## config.mk

```make
export PLATFORM = sky130hd
export DESIGN_NAME = operand_loader
export DESIGN_NICKNAME = d
export VERILOG_FILES = /design/src/rtl/operand_loader.sv
export SDC_FILE = /design/constraint.sdc
export NUM_CORES = 1
export LEC_CHECK = 0
export CORE_UTILIZATION = 27
export CTS_CLUSTER_SIZE = 8
export DETAILED_ROUTE_END_ITERATION = 10
export PLACE_DENSITY = 0.5
export SLEW_MARGIN = 20
export SYNTH_ARGS = -nofsm -noshare
export SYNTH_HDL_FRONTEND = slang
export SYNTH_SLANG_ARGS = --single-unit
```

## constraint.sdc

```tcl
create_clock -name clk_i -period 1.4 [get_ports clk_i]
set_input_delay 0.14 -clock clk_i [delete_from_list [all_inputs] [get_ports clk_i]]
set_output_delay 0.14 -clock clk_i [all_outputs]
set_load 0.02 [all_outputs]
```

## src/rtl/operand_loader.sv

```systemverilog
// Assembles operand words from a data button and a shift button, one bit per shift press.
// Define OPERAND_LOADER_DEBOUNCE_EN to compile in per-button debouncing.
module operand_loader #(
  parameter int unsigned width_p           = 8,
  parameter int unsigned debounce_cycles_p = 120000
) (
  input  logic                           clk_i,
  input  logic                           reset_n_i,
  input  logic                           bit_async_i,
  input  logic                           shift_async_i,
  input  logic                           clear_i,
  input  logic                           ready_i,
  output logic                           valid_o,
  output logic [width_p-1:0]             data_o,
  output logic [$clog2(width_p+1)-1:0]   count_o,
  output logic                           drop_o
);

  localparam int unsigned CountW = $clog2(width_p + 1);

  typedef enum logic [0:0] {StCollect, StFull} state_e;

  logic bit_s1_q, bit_s2_q, shift_s1_q, shift_s2_q;
  logic [1:0] sync_vld_q;
  logic bit_lvl, shift_lvl;
  logic shift_prev_q, arm_q, shift_evt;

  state_e              state_q, state_d;
  logic [width_p-1:0]  data_q, data_d;
  logic [CountW-1:0]   count_q, count_d;

  always_ff @(posedge clk_i) begin
    if (!reset_n_i) begin
      bit_s1_q   <= 1'b0;
      bit_s2_q   <= 1'b0;
      shift_s1_q <= 1'b0;
      shift_s2_q <= 1'b0;
      sync_vld_q <= '0;
    end else begin
      bit_s1_q   <= bit_async_i;
      bit_s2_q   <= bit_s1_q;
      shift_s1_q <= shift_async_i;
      shift_s2_q <= shift_s1_q;
      sync_vld_q <= {sync_vld_q[0], 1'b1};
    end
  end

`ifdef OPERAND_LOADER_DEBOUNCE_EN
  localparam int unsigned DbW = $clog2(debounce_cycles_p);
  localparam logic [DbW-1:0] DbMax = DbW'(debounce_cycles_p - 1);

  logic [DbW-1:0] bit_cnt_q, bit_cnt_d, shift_cnt_q, shift_cnt_d;
  logic           bit_db_q, bit_db_d, shift_db_q, shift_db_d;

  always_comb begin
    bit_cnt_d   = '0;
    bit_db_d    = bit_db_q;
    shift_cnt_d = '0;
    shift_db_d  = shift_db_q;
    if (bit_s2_q != bit_db_q) begin
      if (bit_cnt_q == DbMax) bit_db_d = bit_s2_q;
      else                    bit_cnt_d = bit_cnt_q + DbW'(1);
    end
    if (shift_s2_q != shift_db_q) begin
      if (shift_cnt_q == DbMax) shift_db_d = shift_s2_q;
      else                      shift_cnt_d = shift_cnt_q + DbW'(1);
    end
  end

  always_ff @(posedge clk_i) begin
    if (!reset_n_i) begin
      bit_cnt_q   <= '0;
      bit_db_q    <= 1'b0;
      shift_cnt_q <= '0;
      shift_db_q  <= 1'b0;
    end else begin
      bit_cnt_q   <= bit_cnt_d;
      bit_db_q    <= bit_db_d;
      shift_cnt_q <= shift_cnt_d;
      shift_db_q  <= shift_db_d;
    end
  end

  assign bit_lvl   = bit_db_q;
  assign shift_lvl = shift_db_q;
`else
  logic unused_dbc;
  assign unused_dbc = (debounce_cycles_p != 0);
  assign bit_lvl    = bit_s2_q;
  assign shift_lvl  = shift_s2_q;
`endif

  // Events are armed only once the shift button has been seen released after reset,
  // so a button held through reset never produces a spurious press.
  always_ff @(posedge clk_i) begin
    if (!reset_n_i) begin
      shift_prev_q <= 1'b0;
      arm_q        <= 1'b0;
    end else begin
      shift_prev_q <= shift_lvl;
      arm_q        <= arm_q | (sync_vld_q[1] & ~shift_s2_q & ~shift_lvl);
    end
  end

  assign shift_evt = shift_lvl & ~shift_prev_q & arm_q;

  always_comb begin
    state_d = state_q;
    data_d  = data_q;
    count_d = count_q;
    drop_o  = 1'b0;
    unique case (state_q)
      StCollect: begin
        if (clear_i) begin
          data_d  = '0;
          count_d = '0;
        end else if (shift_evt) begin
          data_d  = {data_q[width_p-2:0], bit_lvl};
          count_d = count_q + CountW'(1);
          if (count_q == CountW'(width_p - 1)) state_d = StFull;
        end
      end
      StFull: begin
        drop_o = shift_evt;
        if (ready_i) begin
          state_d = StCollect;
          data_d  = '0;
          count_d = '0;
        end
      end
    endcase
  end

  always_ff @(posedge clk_i) begin
    if (!reset_n_i) begin
      state_q <= StCollect;
      data_q  <= '0;
      count_q <= '0;
    end else begin
      state_q <= state_d;
      data_q  <= data_d;
      count_q <= count_d;
    end
  end

  assign valid_o = (state_q == StFull);
  assign data_o  = data_q;
  assign count_o = count_q;

endmodule

```

Word-level counts from Yosys, hierarchy flattened

Cells that the tools add are included.

Register bits after elaboration: 21
Output and inout port bits: 14
Word-level logic and storage cells: 39

$add $sub $neg: 1
Equality and inequality tests: 3
Mux-type cells: 15
Bitwise operators: 8
Reductions and logical operators: 1

Operator list:

| cell                                                                   | count |
|---|---|
| 8-bit 2-to-1 mux                                                       | 3 |
| 8-bit case mux with 2 select lines                                     | 1 |
| 4-bit 2-to-1 mux                                                       | 3 |
| 4-bit case mux with 2 select lines                                     | 1 |
| 1-bit 2-to-1 mux                                                       | 6 |
| 4-bit by 1-bit adder with 4-bit output (second input constant)         | 1 |
| 1-bit bitwise AND                                                      | 4 |
| 4-bit by 3-bit equality test with 1-bit output (second input constant) | 1 |
| 3-bit inequality test (second input constant)                          | 1 |
| 1-bit NOT                                                              | 3 |
| 2-bit inequality test (second input constant)                          | 1 |
| 1-bit case mux with 2 select lines                                     | 1 |
| 2-bit AND reduction                                                    | 1 |
| 1-bit bitwise OR                                                       | 1 |

Logic depth before layout (Yosys ltp)

Gate-level depths: netlist of run 1.

Depth in word-level cells: 6
Mapped depth: 4
Gate-level depth less buffers: 4

Worst setup path before layout of run 1

Ideal clock, no wire load.

Path type: register -> register
Start: register state_q (netlist: valid_o)
End: register data_q[2] (netlist: data_o[2])
Library setup time: 0.119 ns
Arrival: 1.370 ns
Setup slack: -0.088 ns
Cell stages (with the launch flop): 4
Path buffers: 0
Period minus slack after synthesis: 1.488 ns
Path through: dfxtp_1 -> mux2i_4 -> nand2_1 -> o221a_2

Longest elaborated chain between the ends: 3
Elaborated cells on any way between the ends: 5
Classes of those cells: 2 x eq/ne; 1 x mux; 1 x bitwise; 1 x reduce/logical

RTL lines:

| what                                   | line | text |
|---|---|---|
| start: declaration                     | 28   | `state_e state_q, state_d;` |
| start signal: assignment               | 136  | `state_q <= StCollect;` |
| start signal: assignment               | 140  | `state_q <= state_d;` |
| 1-bit NOT                              | --   |  |
| 3-bit inequality test (no source line) | --   |  |
| 2-bit AND reduction (no source line)   | --   |  |
| end signal: assignment                 | 141  | `data_q <= data_d;` |
| end: declaration                       | 29   | `logic [width_p-1:0] data_q, data_d;` |

Parallel ways exist; a longest one is shown, timed or not.
A chain may end at the register's enable or synchronous reset.

Worst setup path in the final report of run 1

Start: register state_q (netlist: valid_o)
End: register data_q[5] (netlist: data_o[5])

Same word-level chain as after synthesis.

==> impl_metrics.csv, run 1 <==
group,metric,value,unit
timing,hold_viol_final,0,
cts,clockRootBuffer,"clkbuf_4",
synthesis,yosysMostFrequentCell,"dfxtp_1",
die,die-area,3190,um2
critical_path,cp-end-kind,"register",
drt,wl_met2,666,um
timing,fin_crit_sh,94.2,%
timing,fin_worst_skew,0.00387,ns
cts,cts.hold.buffers_added,0,
global_route,grt_use_total,10.9,%
final_layout,drive_gt1_share,20.8,%
synthesis,synth_edf_count,0,
critical_path,cp_top_family,"flip-flops",
place,post-place-ws,-0.0394,ns
synthesis,ys_warn_count,0,
die,die_w,56.5,um
critical_path,max_stage_delay,0.43,ns
die,io_pins,20,
global_route,grt_pass1_vias,550,
synthesis,synthFlopType,"dfxtp_1",
power,leakage,0.488,nW
timing,final-setup-viol-count,0,
power,ir_drop,0.692,mV
critical_path,cp_max_fo,8,
synthesis,synthTopCellsByArea,"dfxtp_1 53%, o221a_2 8.4%, and2_1 6.3%, nand3_1 4.4%, a21boi_0 3.8%",
critical_path,arrival,1.52,ns
synthesis,synth_cell_type_count,23,
synthesis,synth-compound-area-share,17.0,%
synthesis,synth_area_per_cell,11.4,um2
synthesis,yosys.area_share.simple,21.3,%
place,place_area,1060,um2
timing,final_max_slew_viol_count,0,
synthesis,synth_top_area_cell,"dfxtp_1",
synthesis,syn-num-nets,77,
timing,max_freq,758,MHz
final_layout,design_area,1070,um2
synthesis,synthTopCellsByCount,"21 x dfxtp_1, 8 x and2_1, 7 x nand3_1",
cts,postCtsSetupBuffers,0,
drt,top_layer,"met4",
critical_path,worstPathRequired,1.60,ns
final_layout,syn_to_final_growth,33.3,%
synthesis,muxShareOfSynthArea,5.31,%
hold_path,hp-class,"input pin to register",
timing,fin_ws,0.0810,ns
drt,drc,0,
timing,rsz0062_at_grt,"false",
cts,clk_pin_slew,0.11,ns
global_route,grt-ovfl-total,0,
hold_path,hold_start,"bit_async_i",
drt,dr.pass1.iters,2,
synthesis,synth_top_area_share,52.5,%
critical_path,cp-startpoint,"valid_o$_SDFF_PN0_",
final_layout,finalNetCount,104,
critical_path,cpMaxStageDelayCell,"dfxtp_2",
drt,wl_met1,700,um
cts,cts.path.max_buffers,2,
power,power.density,953,nW/um2
critical_path,reg2reg_from,"valid_o$_SDFF_PN0_",
final_layout,diodes,0,
synthesis,seq_area_frac_synth,52.5,%
global_route,grt_start_max_net_pins,16,
place,globalplace.congestion,0.715,
global_route,grt_pass1_wl,2600,um
critical_path,crit_path_cell_trace,"mux2i_4 -> nand2_1 -> o221a_2",
die,die_h,56.5,um
critical_path,critPathBufInv,0,
drt,wl_per_cell,11.6,um
drt,via_per_inst,4.79,
die,rows,19,
synthesis,synthAdderAreaFrac,1.56,%
cts,clk_latency,0.30,ns
critical_path,worstSetupPathType,"register to register",
synthesis,synthCells,70,
outcome,status,"finished clean",
synthesis,ys_async_sr_fraction,0,%
timing,final.min_clock_period,1.32,ns
run,max_cap_violations,0,
cts,tritoncts,"built",
drt,postRouteWirelength,1480,um
drt,wl_met3,86,um
synthesis,synth_top_family_by_area,"simple AND/OR/NAND/NOR gates",
synthesis,ys_seq_elements,21,
timing,whs,0.412,ns
place,hpwlAfterDp,1120,um
cts,h-tree-depth,1,
die,start_util,28.8,%
critical_path,cp-start-kind,"register",
drt,drt_iter0_markers,19,
place,io_buffers,19,
timing,fin_tns_setup,0,ns
synthesis,synth_xor_area_share,0,%
timing,slew_headroom,83.1,%
cts,numCtsBuffers,3,
cts,cts_sinks,21,
drt,drt.antenna.violating_nets,0,
global_route,antenna_found_initial,0,
drt,via_count,608,
final_layout,utilization,38.4,%
die,coreArea,2780,um2
synthesis,synth_area,801,um2
timing,worstMarginPinSlew,0.253,ns
-- logic make-up after synthesis --
logic type                 Yosys count
and+or+nand+nor                     28
DFF                                 21
AOI/OAI and AO/OA                   14
buffers and inverters                3
muxes                                3
adders and majority gates            1
-- metal layers --
layer / track usage [%] / up-vias
li1: - / 311
met1: 13.4 / 280
met2: 15.8 / 15
met3: 5.07 / 2
met4: 5.23 / 0
met5: 0 / -
-- where the power goes --
part / switching [mW] / leakage, nW / internal, mW
clock: 0.172 / 0.0150 / 0.111
sequential: 0.0122 / 0.173 / 0.621
combinational: 0.0483 / 0.299 / 0.0538
total: 0.232 / 0.488 / 0.785
-- placed cells by master (no fill, tap or decap) --
cell type	instances
nand3b_1	2
nand4bb_1	1
dfxtp_2	2
o21a_1	1
clkbuf_1	1
nand3_1	7
and3_1	1
buf_2	1
clkdlybuf4s50_1	5
buf_4	6
o211a_1	2
dlygate4sd2_1	12
a21boi_0	4
ha_1	1
nor2b_1	2
o221a_1	1
clkbuf_4	3
nand2_1	2
or2_2	1
o221a_2	6
nor2_1	1
and2_1	8
dfxtp_1	19
and3b_1	1
mux2i_4	1
or2b_1	1
nand4_1	1
mux2i_1	2
dlymetal6s2s_1	1
-- per-stage QoR --
step	cells	power, mW
6_report	127	1.02
5_1_grt	127	1.08
2_1_floorplan	70	0.702
4_1_cts	127	1.03
3_5_place_dp	123	0.758
3_3_place_gp	123	0.756
-- final timing paths --
kind | end | slack [ns] | depth (start not counted)
max | data_o[5]$_SDFFE_PN0P_ | 0.08 | 3
min | bit_s1_q$_SDFF_PN0_ | 0.41 | 2
max reg2reg | data_o[5]$_SDFFE_PN0P_ | 0.08 | 3
min reg2reg | bit_lvl$_SDFF_PN0_ | 0.44 | 1
-- state kept, by name, indices dropped and copies added (netlist names) --
register,cells
shift_lvl,1
arm_q,1
shift_s1_q,1
bit_s1_q,1
valid_o,1
sync_vld_q,2
shift_prev_q,1
data_o,8
count_o,4
bit_lvl,1
-- layout make-up --
type,count,area [um2]
fillers,293,1710
flip-flops and latches,21,423
multi-input cells,46,362
repair buffers,25,218
well taps,31,38.8
clock buffers,4,26.3
-- repair_timing --
item	4_1_cts	5_1_grt
pin swaps	0	0
resized for setup	15	3
setup endpoints to repair	13	2
Power figures use the tool's default switching activity.
==> inputs of run 2 (changes only) <==
- CORE_UTILIZATION: 27 -> 35
- PLACE_DENSITY: 0.5 -> 0.61
==> run 2 against run 1 <==
Against the previous run:
- die area shrank 22%
- via count up 3.0%
- routed wire length is 2.8% higher
- worst setup slack better by 0.021 ns
- critical path type unchanged
- highest routed layer unchanged
==> impl_metrics.csv, run 2 (synthesis results as in run 1) <==
group,metric,value,unit
final_layout,drive_gt1_share,26.8,%
global_route,grt_start_max_net_pins,15,
timing,rsz0062_at_grt,"false",
drt,drt.antenna.violating_nets,0,
drt,via_count,626,
hold_path,hp-class,"input pin to register",
critical_path,cp-end-kind,"register",
drt,postRouteWirelength,1520,um
global_route,grt_use_total,13.7,%
power,ir_drop,0.648,mV
critical_path,cp_top_family,"flip-flops",
timing,fin_ws,0.102,ns
timing,final.min_clock_period,1.30,ns
global_route,grt_pass1_wl,2570,um
drt,wl_per_cell,12.2,um
run,max_cap_violations,0,
place,place_area,1050,um2
critical_path,critPathBufInv,0,
critical_path,crit_path_cell_trace,"nand4bb_1 -> a21boi_0 -> mux2i_1",
global_route,grt_pass1_vias,583,
timing,fin_crit_sh,92.7,%
power,leakage,0.481,nW
die,die_h,49.8,um
drt,dr.pass1.iters,3,
drt,via_per_inst,5.05,
timing,final_max_slew_viol_count,0,
die,die_w,49.8,um
final_layout,utilization,52.3,%
cts,h-tree-depth,1,
final_layout,finalNetCount,105,
final_layout,nFillCells,217,
cts,clk_latency,0.31,ns
place,hpwlAfterDp,1130,um
global_route,antenna_found_initial,0,
timing,worstMarginPinSlew,0.281,ns
timing,hold_viol_final,0,
drt,drc,0,
place,io_buffers,19,
critical_path,arrival,1.54,ns
die,start_util,38.8,%
timing,max_freq,770,MHz
die,io_pins,20,
drt,drt_iter0_markers,10,
final_layout,largest_reg_flops,8,
final_layout,final_common_cell,"dfxtp_1",
cts,cts.path.max_buffers,2,
die,coreArea,2060,um2
critical_path,worstSetupPathType,"register to register",
critical_path,cpMaxStageDelayCell,"dfxtp_4",
final_layout,design_area,1080,um2
final_layout,diodes,0,
final_layout,final_cell_mix,"17 x dfxtp_1, 13 x dlygate4sd2_1, 7 x and2_1, 7 x nand3_1, 7 x buf_4",
power,power.density,965,nW/um2
cts,clk_pin_slew,0.12,ns
timing,fin_worst_skew,0.00350,ns
cts,numCtsBuffers,3,
critical_path,cp-start-kind,"register",
global_route,grt-ovfl-total,0,
place,globalplace.congestion,0.780,
critical_path,max_stage_delay,0.39,ns
critical_path,worstPathRequired,1.65,ns
cts,cts_sinks,21,
timing,whs,0.394,ns
die,die-area,2480,um2
timing,final-setup-viol-count,0,
outcome,status,"finished clean",
critical_path,cp_max_fo,7,
cts,clockRootBuffer,"clkbuf_4",
die,rows,16,
timing,slew_headroom,81.1,%
cts,tritoncts,"built",
place,post-place-ws,-0.0519,ns
final_layout,syn_to_final_growth,34.7,%
==> run 2: power by group <==
| group | internal (mW) | switching (mW) | total (mW) |
|---|---|---|---|
| clock network | 0.109 | 0.195 | 0.304 |
| registers | 0.619 | 0.0123 | 0.632 |
| logic | 0.0554 | 0.0494 | 0.105 |
| total | 0.784 | 0.257 | 1.04 |
==> run 2: final timing paths <==
kind | start | to | slack, ns | depth (start not counted)
setup / recovery | valid_o$_SDFF_PN0_ | count_o[2]$_SDFFE_PN0P_ | 0.10 | 3
hold / removal | shift_async_i | shift_s1_q$_SDFF_PN0_ | 0.39 | 2
hold reg to reg | sync_vld_q[0]$_DFF_P_ | sync_vld_q[1]$_SDFF_PN0_ | 0.45 | 1
setup reg to reg | valid_o$_SDFF_PN0_ | count_o[2]$_SDFFE_PN0P_ | 0.10 | 3
==> run 2: final cells by class <==
| type | instances | area [um2] | share of cell area, % |
|---|---|---|---|
| tap | 27 | 33.8 | 3.13 |
| sequential | 21 | 428 | 39.7 |
| clock inverter | 1 | 7.51 | 0.696 |
| multi-input combinational | 46 | 365 | 33.9 |
| timing repair buffer | 26 | 221 | 20.5 |
| clock buffer | 3 | 22.5 | 2.09 |
==> run 2: timing repair <==
action / 4_1_cts / 5_1_grt
setup endpoints to repair: 14 / 6
buffers inserted: 0 / 1
resized for setup: 17 / 6
hold buffers: 0 / 0
==> run 2: metal layers <==
metal  routed length (um)  up-vias  share of wire (%)  GRT usage (%)
met4                   15        0               0.99           5.71
li1                     -      313                  -              -
met3                   63        2                4.2           3.70
met1                  730      294                 48           16.0
met2                  707       17                 47           23.2
met5                    0        -                  0              0
==> run 2: through the flow <==
step | TNS [ns] | total power [mW] | std cells
2_1_floorplan | 0 | 0.702 | 70
3_3_place_gp | -0.00327 | 0.756 | 119
3_5_place_dp | -0.256 | 0.758 | 119
4_1_cts | 0 | 1.05 | 123
5_1_grt | 0 | 1.09 | 124
6_report | 0 | 1.04 | 124
==> inputs of run 3 (changes only) <==
- CORE_ASPECT_RATIO: default -> 1.1
- CORE_MARGIN: default -> 1
- clock period: 1.4 -> 1.1 ns (I/O delays scaled with it)
==> run 3 against run 2 <==
Against the previous run:
- the run now ends with negative setup slack left
- maximum frequency rose by 2.4%
- combinational power up 49%
- total power is 28% higher
- flip-flop and latch count did not move
- clock skew increased by 0.0023 ns
- cell area up 9.7%
- largest power group unchanged
==> impl_metrics.csv, run 3 (synthesis results as in run 1) <==
group,metric,value,unit
place,hpwlAfterDp,1110,um
critical_path,worstPathRequired,1.31,ns
drt,via_per_inst,5.02,
outcome,status,"finished, violations left",
final_layout,seqCellArea,435,um2
critical_path,cp-startpoint,"valid_o$_SDFF_PN0_",
global_route,antenna_found_initial,0,
cts,clockRootBuffer,"clkbuf_4",
timing,final-setup-viol-count,13,
critical_path,worstSetupPathType,"register to register",
final_layout,multi_input_area,438,um2
hold_path,hold_start,"shift_async_i",
timing,whs,0.371,ns
power,ir_drop,0.751,mV
run,max_cap_violations,0,
critical_path,regToRegSetupSlack,-0.17,ns
timing,hold_viol_final,0,
cts,cts.path.max_buffers,2,
die,die_h,52.2,um
global_route,grt_pass1_wl,2670,um
cts,h-tree-depth,1,
final_layout,nFillCells,212,
final_layout,largest_reg_flops,8,
timing,fin_ws,-0.168,ns
critical_path,cp-start-kind,"register",
outcome,violations,"negative setup slack",
critical_path,max_stage_delay,0.41,ns
critical_path,arrival,1.47,ns
timing,fin_tns_setup,-1.64,ns
hold_path,hp-class,"input pin to register",
drt,drt.antenna.violating_nets,0,
die,io_pins,20,
final_layout,final_common_cell,"dfxtp_1",
timing,slew_headroom,81.2,%
place,globalplace.congestion,0.735,
place,io_buffers,19,
critical_path,cp_max_fo,8,
timing,fin_crit_sh,115,%
critical_path,crit_path_cell_trace,"mux2i_4 -> nand2_4 -> o221a_2",
timing,fin_worst_skew,0.00584,ns
die,start_util,38.4,%
cts,tritoncts,"built",
final_layout,drive_gt1_share,52.0,%
global_route,grt_use_total,15.7,%
timing,final.min_clock_period,1.27,ns
die,die_w,47.6,um
die,rows,17,
final_layout,diodes,0,
final_layout,final_cell_mix,"13 x dfxtp_1, 9 x buf_4, 7 x nand3_1, 6 x and2_1, 6 x dfxtp_2",
drt,via_count,653,
timing,rsz0062_at_grt,"true",
timing,final_max_slew_viol_count,0,
cts,clk_latency,0.30,ns
drt,postRouteWirelength,1590,um
place,post-place-ws,-0.323,ns
cts,clk_pin_slew,0.12,ns
drt,drc,0,
final_layout,syn_to_final_growth,47.8,%
global_route,grt_start_max_net_pins,16,
global_route,grt-ovfl-total,0,
final_layout,finalNetCount,110,
cts,cts.hold.buffers_added,0,
drt,drt_iter0_markers,8,
drt,wl_per_cell,12.3,um
die,die-area,2480,um2
timing,max_freq,789,MHz
critical_path,cpMaxStageDelayCell,"dfxtp_4",
power,leakage,0.504,nW
cts,numCtsBuffers,3,
die,coreArea,2080,um2
power,p_total,1.34,mW
power,power.density,1130,nW/um2
critical_path,cp-end-kind,"register",
cts,cts_sinks,21,
global_route,grt_pass1_vias,638,
timing,worstMarginPinSlew,0.276,ns
critical_path,reg2reg_from,"valid_o$_SDFF_PN0_",
drt,dr.pass1.iters,4,
run 3: cell count changes in the layout (fill, tap and decap cells not counted), sizes merged:
| cell | previous run | this run |
|---|---|---|
| dlygate4sd2 | 13 | 0 |
| buf | 8 | 18 |
| clkbuf | 3 | 8 |
| clkdlybuf4s15 | 0 | 3 |
| clkinvlp | 1 | 0 |
| inv | 0 | 1 |
run 3: final timing paths:
check | endpoint | depth (start not counted)
max reg2reg | data_o[3]$_SDFFE_PN0P_ | 3
min reg2reg | sync_vld_q[1]$_SDFF_PN0_ | 1
max | data_o[3]$_SDFFE_PN0P_ | 3
min | shift_s1_q$_SDFF_PN0_ | 2
run 3: layout make-up:
class | count | area share [%]
multi-input combinational | 46 | 37.0
clock buffer | 3 | 1.90
timing repair buffer | 31 | 20.8
tap | 28 | 2.96
sequential | 21 | 36.8
clock inverter | 1 | 0.529
run 3: power by group:
part	internal, mW	switching [mW]	leakage, nW
Clock	0.141	0.234	0.0183
Sequential	0.788	0.0184	0.176
Combinational	0.0836	0.0720	0.309
run 3: metal layers:
layer,global-route usage [%],routed length (um),vias up
met2,26.9,836,15
met5,0,0,-
li1,-,-,325
met4,8.33,16,0
met1,17.5,687,311
met3,3.13,54,2
run 3: through the flow:
stage	area, um2	cells	utilization (%)
floorplan	808	70	-
finish	1180	130	56.8
global route	1180	130	56.8
global placement	1100	125	52.6
detailed placement	1100	125	52.6
CTS	1170	130	55.9
run 3: timing repair:
item	in CTS	in global routing
setup buffers	1	0
pin swaps	3	4
resized for setup	53	25
setup endpoints to repair	25	25
run 3: critical path, delay by kind of cell, from the launching register on:
| family | cells | cell delay [ns] |
|---|---|---|
| multiplexers | 1 | 0.34 |
| AND/OR/NAND/NOR | 1 | 0.14 |
| flip-flops | 1 | 0.41 |
| AO/OA/AOI/OAI | 1 | 0.29 |
